### src/rtl/npu_pkg.sv
// Shared NPU constants and types for the block scheduler and its tile walker.
package npu_pkg;

    localparam int IDX_W  = 10;
    localparam int J      = 2;
    localparam int K      = 2;
    localparam int DATA_W = 16;

    typedef enum logic [1:0] {
        IDLE,
        ISSUE,
        WAIT,
        PRESENT
    } sched_state_t;

endpackage

### src/rtl/block_scheduler_tile_walker.sv
// Tile-origin counters: walks J x K block origins in row-major order over a rows x cols matrix.
module tile_walker #(
    parameter int J     = npu_pkg::J,
    parameter int K     = npu_pkg::K,
    parameter int IDX_W = npu_pkg::IDX_W
) (
    input  logic             clk,
    input  logic             rst,
    input  logic             init,
    input  logic             advance,
    input  logic [IDX_W-1:0] rows,
    input  logic [IDX_W-1:0] cols,
    output logic [IDX_W-1:0] start_row,
    output logic [IDX_W-1:0] start_col,
    output logic [IDX_W-1:0] blk_idx,
    output logic             last
);

    localparam logic [IDX_W-1:0] J_STEP = IDX_W'(J);
    localparam logic [IDX_W-1:0] K_STEP = IDX_W'(K);

    logic col_end;
    logic row_end;

    assign col_end = (start_col + K_STEP) == cols;
    assign row_end = (start_row + J_STEP) == rows;
    assign last    = col_end && row_end;

    always_ff @(posedge clk) begin
        if (rst || init) begin
            start_row <= '0;
            start_col <= '0;
            blk_idx   <= '0;
        end else if (advance) begin
            blk_idx <= blk_idx + IDX_W'(1);
            if (col_end) begin
                start_col <= '0;
                start_row <= start_row + J_STEP;
            end else begin
                start_col <= start_col + K_STEP;
            end
        end
    end

endmodule

### src/rtl/block_scheduler.sv
// Sequences get_block tile fetches: validates the matrix shape, issues block origins,
// waits out the fetch latency and hands each block to the consumer via valid/ready.
module block_scheduler
    import npu_pkg::*;
#(
    parameter int J         = npu_pkg::J,
    parameter int K         = npu_pkg::K,
    parameter int IDX_W     = npu_pkg::IDX_W,
    parameter int BUF_DEPTH = 16,
    parameter int FETCH_LAT = 1
) (
    input  logic             clk,
    input  logic             rst,
    input  logic             start,
    input  logic             abort,
    input  logic [IDX_W-1:0] mat_rows,
    input  logic [IDX_W-1:0] mat_cols,
    output logic [IDX_W-1:0] start_row,
    output logic [IDX_W-1:0] start_col,
    output logic [IDX_W-1:0] num_cols,
    output logic             blk_valid,
    input  logic             blk_ready,
    output logic             blk_last,
    output logic [IDX_W-1:0] blk_idx,
    output logic             busy,
    output logic             done,
    output logic             err
);

    localparam int LAT_W = (FETCH_LAT > 1) ? $clog2(FETCH_LAT) : 1;
    localparam logic [LAT_W-1:0]     LAT_LOAD = LAT_W'(FETCH_LAT - 1);
    localparam logic [IDX_W-1:0]     J_STEP   = IDX_W'(J);
    localparam logic [IDX_W-1:0]     K_STEP   = IDX_W'(K);
    localparam logic [2*IDX_W-1:0]   BUF_LIM  = (2*IDX_W)'(BUF_DEPTH);

    sched_state_t     state;
    logic [LAT_W-1:0] lat_cnt;
    logic [IDX_W-1:0] rows_q;
    logic [IDX_W-1:0] cols_q;
    logic             cfg_ok;
    logic             init;
    logic             advance;
    logic             last;
    logic             take;

    // Product is formed at double width so a large shape cannot wrap past the buffer check.
    function automatic logic config_ok(input logic [IDX_W-1:0] r, input logic [IDX_W-1:0] c);
        logic [2*IDX_W-1:0] prod;
        prod = {{IDX_W{1'b0}}, r} * {{IDX_W{1'b0}}, c};
        return (r != '0) && (c != '0) &&
               ((r % J_STEP) == '0) && ((c % K_STEP) == '0) &&
               (prod <= BUF_LIM);
    endfunction

    assign cfg_ok  = config_ok(mat_rows, mat_cols);
    assign init    = (state == IDLE) && start && cfg_ok;
    assign take    = (state == PRESENT) && blk_ready && !abort;
    assign advance = take && !last;

    assign num_cols = cols_q;
    assign busy     = (state != IDLE);
    assign blk_last = blk_valid && last;

    tile_walker #(
        .J     (J),
        .K     (K),
        .IDX_W (IDX_W)
    ) u_walker (
        .clk       (clk),
        .rst       (rst),
        .init      (init),
        .advance   (advance),
        .rows      (rows_q),
        .cols      (cols_q),
        .start_row (start_row),
        .start_col (start_col),
        .blk_idx   (blk_idx),
        .last      (last)
    );

    always_ff @(posedge clk) begin
        if (rst) begin
            state     <= IDLE;
            lat_cnt   <= '0;
            rows_q    <= '0;
            cols_q    <= '0;
            blk_valid <= 1'b0;
            done      <= 1'b0;
            err       <= 1'b0;
        end else begin
            done <= 1'b0;
            err  <= 1'b0;
            case (state)
                IDLE: begin
                    if (start) begin
                        rows_q <= mat_rows;
                        cols_q <= mat_cols;
                        if (cfg_ok) begin
                            state <= ISSUE;
                        end else begin
                            err <= 1'b1;
                        end
                    end
                end
                ISSUE: begin
                    if (abort) begin
                        state <= IDLE;
                    end else begin
                        lat_cnt <= LAT_LOAD;
                        state   <= WAIT;
                    end
                end
                WAIT: begin
                    if (abort) begin
                        state <= IDLE;
                    end else if (lat_cnt == '0) begin
                        blk_valid <= 1'b1;
                        state     <= PRESENT;
                    end else begin
                        lat_cnt <= lat_cnt - LAT_W'(1);
                    end
                end
                PRESENT: begin
                    // abort beats a simultaneous ready: the block is treated as not consumed
                    if (abort) begin
                        blk_valid <= 1'b0;
                        state     <= IDLE;
                    end else if (blk_ready) begin
                        blk_valid <= 1'b0;
                        if (last) begin
                            done  <= 1'b1;
                            state <= IDLE;
                        end else begin
                            state <= ISSUE;
                        end
                    end
                end
                default: begin
                    blk_valid <= 1'b0;
                    state     <= IDLE;
                end
            endcase
        end
    end

endmodule

### config.mk
export PLATFORM = sky130hd
export DESIGN_NAME = block_scheduler
export DESIGN_NICKNAME = d
export VERILOG_FILES = /design/src/rtl/npu_pkg.sv /design/src/rtl/block_scheduler_tile_walker.sv /design/src/rtl/block_scheduler.sv
export SDC_FILE = /design/constraint.sdc
export NUM_CORES = 1
export LEC_CHECK = 0
export CORE_AREA = 2 2 104 106
export CTS_BUF_LIST = sky130_fd_sc_hd__clkbuf_4 sky130_fd_sc_hd__clkbuf_8
export DETAILED_ROUTE_END_ITERATION = 8
export DIE_AREA = 0 0 106 108
export GPL_TIMING_DRIVEN = 0
export PLACE_DENSITY = 0.92
export SLEW_MARGIN = 0
export SYNTH_ARGS = -nofsm -noshare
export SYNTH_HDL_FRONTEND = slang
export SYNTH_SLANG_ARGS = --single-unit
### constraint.sdc
create_clock -name clk -period 24.7 [get_ports clk]
set_input_delay 7.41 -clock clk [delete_from_list [all_inputs] [get_ports clk]]
set_output_delay 7.41 -clock clk [all_outputs]
set_load 0.1 [all_outputs]
* Word level (Yosys, flattened, before mapping)
Index checks and enable logic that the tools add are counted.
** Cells by class
- Order comparisons :: 1
- $mul :: 1
- Bitwise logic cells :: 4
- Reduce and logical (&&, ||, !) cells :: 29
- Eq/ne operators :: 12
- Muxes and demuxes :: 21
- Add/sub/neg operators :: 4
** Operators by type and width (count)
- $add A10 B2 Y10 const B :: 2
- $eq A10 B10 Y1 :: 2
- $le A20 B5 Y1 const B :: 1
- $logic_not A10 Y1 :: 2
- $mul A10 B10 Y20 :: 1
- $reduce_bool A10 Y1 :: 2
- $mux W2 :: 7
- $logic_and A1 B1 Y1 :: 11
- $add A10 B1 Y10 const B :: 1
- $mux W1 :: 10
- $mux W10 :: 1
- $ne A2 B2 Y1 const B :: 5
- $pmux W2 S4 :: 1
- $reduce_and A4 Y1 :: 2
- $ne A3 B3 Y1 const B :: 2
- $reduce_bool A2 Y1 :: 3
- $eq A2 B2 Y1 const B :: 2
- $not A1 Y1 :: 4
- $pmux W1 S2 :: 2
- $reduce_and A2 Y1 :: 2
- $reduce_or A4 Y1 :: 1
- $reduce_and A3 Y1 :: 1
- $reduce_or A3 Y1 :: 1
- $eq A2 B1 Y1 const B :: 1
- other kinds (4) :: 5
** Storage, ports and cells
- Word-level logic and storage cells :: 82
- Input bits :: 25
- Bits in registers :: 56

* Longest topological paths before layout
- Word-level depth :: 8
- Depth in mapped cells :: 21
- Depth with buffers taken out :: 18

* Cells and area by module
A second synthesis with hierarchy kept.
** Unflattened totals
- Cells, all modules :: 753
- Area, all modules :: 6238.5 µm²
** By module, submodules not included
- block_scheduler :: area each 4505.6 µm², cells an instance 532, instances 1, seq. area each 500.5 µm²
- tile_walker :: area each 1732.9 µm², cells an instance 221, instances 1, seq. area each 560.5 µm²

* Worst setup path before layout
No wires, ideal clock.
- Path kind :: input -> register
- Start :: input port mat_cols[9]
- End :: register u_walker.start_row[2]
- Data required time :: 24582 ps
- Slack :: 11768 ps
- Setup time :: 118 ps
- Arrival :: 12815 ps
- Stages on the path :: 18
- Buffers on the path :: 2
- Cell sequence :: clkbuf_1 -> nand2_1 -> fa_1 -> fa_1 -> inv_1 -> fa_1 -> fa_1 -> fa_1 -> ha_1 -> a21oi_2 -> o21bai_1 -> a31o_1 -> or4_4 -> a2111oi_4 -> nand4_2 -> o31ai_4 -> buf_8 -> nor2_2
** On the way
- Cells in the longest elaborated chain, start to end :: 7
- Elaborated cells on any way between the ends :: 9
- Classes of those cells :: 1 x mul; 1 x order compare; 7 x reduce/logical
** RTL lines
- start, declared :: RTL line block_scheduler.sv:17 : input logic [IDX_W-1:0] mat_cols,
- branches (longest 4 deep; another with $mul A10 B10 Y20)
- $logic_and A1 B1 Y1 (*) :: RTL line block_scheduler.sv:51 : ((r % J_STEP) == '0) && ((c % K_STEP) == '0) &&
- $logic_and A1 B1 Y1 (*) :: RTL line block_scheduler.sv:56 : assign init = (state == IDLE) && start && cfg_ok;
- $logic_or A1 B1 Y1 (*) :: RTL line block_scheduler_tile_walker.sv:30 : if (rst || init) begin
- end signal, assigned :: RTL line block_scheduler_tile_walker.sv:38 : start_row <= start_row + J_STEP;
- end, declared :: RTL line block_scheduler_tile_walker.sv:13 : output logic [IDX_W-1:0] start_row,
Mark *: on every way between the ends.
A chain may end at the register's enable or synchronous reset.

* Worst setup path after layout
- Start :: input port mat_cols[9]
- End :: register u_walker.start_col[1]
** On the way
- Cells in the longest elaborated chain, start to end :: 7
- Elaborated cells on any way between the ends :: 9
- Classes of those cells :: 1 x mul; 1 x order compare; 7 x reduce/logical
** RTL lines
- branches (longest 4 deep; another with $mul A10 B10 Y20)
- $logic_and A1 B1 Y1 (*) :: RTL line block_scheduler.sv:51
- $logic_and A1 B1 Y1 (*) :: RTL line block_scheduler.sv:56
- $logic_or A1 B1 Y1 (*) :: RTL line block_scheduler_tile_walker.sv:30
- end signal, assigned :: RTL line block_scheduler_tile_walker.sv:40 : start_col <= start_col + K_STEP;
- end, declared :: RTL line block_scheduler_tile_walker.sv:14 : output logic [IDX_W-1:0] start_col,
Marked as above.

==> flow_summary.yaml <==
status:
  status: "completed"
sta:
  slew-limit-headroom: 0.351
  finClkSkew_ps: 12.6
  slew_viol_final: 0
  setup_violations: 0
  fin_ws_ps: 10620
  hold_viol: 0
  max_freq_ghz: 0.0710
  finalCriticalPeriod_ps: 14080
  rsz0062_at_grt: "false"
  fin_crit_sh: 0.570
  fin_setup_tns_ps: 0
  tightestPinTransition_ps: 971
detailed_routing:
  wl_per_cell_microns: 16.7
  ant_nets: 0
  drt_wl_total_microns: 16100
  dr_total_vias: 5747
  drt-pass1-iter-count: 5
  vias_per_cell: 5.93
  drt-initial-drc-count: 401
  drcViolationCount: 0
synth:
  synth-async-reset-ratio: 0
  synth_edf_count: 0
  ys_types: 68
  synth_area_sq_um: 6320
  synthCells: 757
  yosysWarningCount: 0
  ys_seq_elements: 53
  syn_area_per_cell_sq_um: 8.35
  yosysSeqAreaShare: 0.168
  synth-main-ff-cell: "dfxtp_1"
pwr:
  peakVddDrop_v: 0.0000565
  p_per_area_nw_per_um2: 77.4
  cellLeakagePower_nw: 3.21
grt:
  antenna_found_initial: 0
  grt-ovfl-total: 0
  grt_pass1_wl_microns: 27100
  grt_start_max_net_pins: 17
  grt_pass1_vias: 5692
  grt_use_total: 0.296
placed_design:
  hpwl_microns: 12700
  dp_slack_ps: 10390
  io_buffer_count: 67
  dpl_cell_area_sq_um: 7160
  gp_congestion: 0.969
worst_setup_path:
  end_kind: "flip-flop"
  ff2ff_path_depth: 10
  path_class: "in -> reg"
  crit_fanout: 10
  worstPathArrival_ps: 14270
  worst_setup_path_start_kind: "input port"
  crit_required_ps: 24890
clocking:
  cts_sinks: 53
  clk_latency_ps: 310
  cts_setup_buffers: 0
  cts_buffers: 5
  cts_root_buffer: "clkbuf_8"
  cts.path.max_buffers: 2
  clk_pin_slew_ps: 100
  postCtsResizedCells: 0
  hold_buffers: 0
  cts_tree: "built"
  h-tree-depth: 2
final_layout:
  fin_area_sq_um: 7250
  area_delta_synth_final_pct: 14.8
  fin_nets: 977
  n_antenna_cell: 0
  drive_gt1_frac: 0.0492
hold_path:
  holdPathStages: 2
  hold_path.class: "reg -> reg"
floorplan:
  initial_core_util: 0.617
  core_area_sq_um: 10200
  row_count: 37
  die_w_microns: 106
  die-area_sq_um: 11400
  num_io_pins: 70
  die_h_microns: 108
job:
  cap_violations: 0
worst paths after layout:
| check | slack (ps) | endpoint | startpoint |
|---|---|---|---|
| setup reg to reg | 21520 | u_walker.blk_idx[7] | u_walker.start_col[1] |
| hold reg to reg | 470 | rows_q[6] | rows_q[6] |
| hold / removal | 470 | rows_q[6] | rows_q[6] |
| setup / recovery | 10620 | u_walker.start_col[1] | mat_cols[9] |
metal layers:
metal / up-vias / share of wire / global-route usage
met5: - / 0 / 0
met4: 0 / 0.037 / 0.142
met3: 54 / 0.065 / 0.0368
met2: 271 / 0.49 / 0.518
met1: 2749 / 0.41 / 0.364
li1: 2673 / - / -
synthesized netlist by cell type, drive strengths merged (3+ instances only):
master	instances	area, sq um
o21bai	5	37.5
and3	13	82.6
a2111oi	3	45.1
fa	62	1240
o31ai	3	36.3
nand4	11	75.1
nand3b	3	22.5
nor3	9	45.0
nand2b	7	43.8
o21ai	15	75.1
or4	3	26.3
o211ai	3	22.5
xnor2	19	166
xor2	26	228
or2	4	25.0
dfxtp	53	1060
nor2	42	183
ha	58	726
a21o	8	61.3
mux2i	3	30.0
nand3	13	65.1
and4	5	43.8
a31oi	9	56.3
or3	5	31.3
nand2	109	409
clkbuf	37	139
buf	8	61.3
nor4	6	67.6
nor3b	4	41.3
inv	64	240
a21oi	53	269
o21a	3	22.5
and2	65	407
cells by family (layout without fill, tap and decap cells):
| kind of cell | count (synthesis) | count (layout) | synth area share |
|---|---|---|---|
| flops | 53 | 53 | 0.168 |
| mux | 3 | 3 | 0.00475 |
| fa+ha+maj | 120 | 120 | 0.311 |
| buf+inv | 109 | 184 | 0.0697 |
| xor+xnor | 46 | 46 | 0.0660 |
| simple gates | 307 | 307 | 0.259 |
| other cells | 1 | 2 | 0.000594 |
| compound gates | 118 | 118 | 0.121 |
state kept, by name (all words and copies together) (netlist names):
register / count
state: 2
u_walker.blk_idx: 10
done: 1
rows_q: 10
blk_valid: 1
u_walker.start_col: 9
num_cols: 10
err: 1
u_walker.start_row: 9
area by class of cell:
class / count / area [sq um]
plain buffers: 45 / 200
clock buffers: 6 / 76.3
clock inverters: 2 / 15.0
fillers: 803 / 2980
inverters: 64 / 240
multi-input cells: 596 / 4820
flip-flops and latches: 53 / 1060
well taps: 136 / 170
repair buffers: 67 / 671
worst max-delay path, cell delays in order:
cell and delay (ps):
clkdlybuf4s50_1 620, clkbuf_1 440, nand2_1 150, fa_1 530
fa_1 540, inv_1 50, fa_1 500, fa_1 520
fa_1 530, ha_1 430, a21oi_2 170, o21bai_1 110
a31o_1 270, or4_4 500, a2111oi_4 380, nand4_2 200
o31ai_4 600, buf_6 240, nor2_1 60
cell usage in the layout (no fill, tap or decap), types with 14 or more instances in the layout:
cell type,n
inv_1,64
ha_1,58
clkdlybuf4s50_1,67
nand2_1,109
xor2_1,26
fa_1,62
xnor2_1,19
and2_1,65
o21ai_0,14
dfxtp_1,53
nor2_1,32
a21oi_1,52
clkbuf_1,37
per-stage QoR:
stage / hold WS [ps] / std cells / total power [mW] / utilization
after floorplan: 431 / 758 / 0.409 / -
after global placement: 459 / 961 / 0.491 / 0.700
after detailed placement: 461 / 961 / 0.501 / 0.700
after CTS: 475 / 969 / 0.553 / 0.709
after global routing: 496 / 969 / 0.615 / 0.709
final: 474 / 969 / 0.561 / 0.709
report_power, final:
part           internal [mW]  total (mW)  switching [mW]  leakage, nW
Clock                 0.0212      0.0505          0.0294       0.0408
Combinational          0.164       0.421           0.257         2.74
Sequential            0.0875      0.0894         0.00192        0.431
No activity file was read; power rests on OpenSTA's default activity.
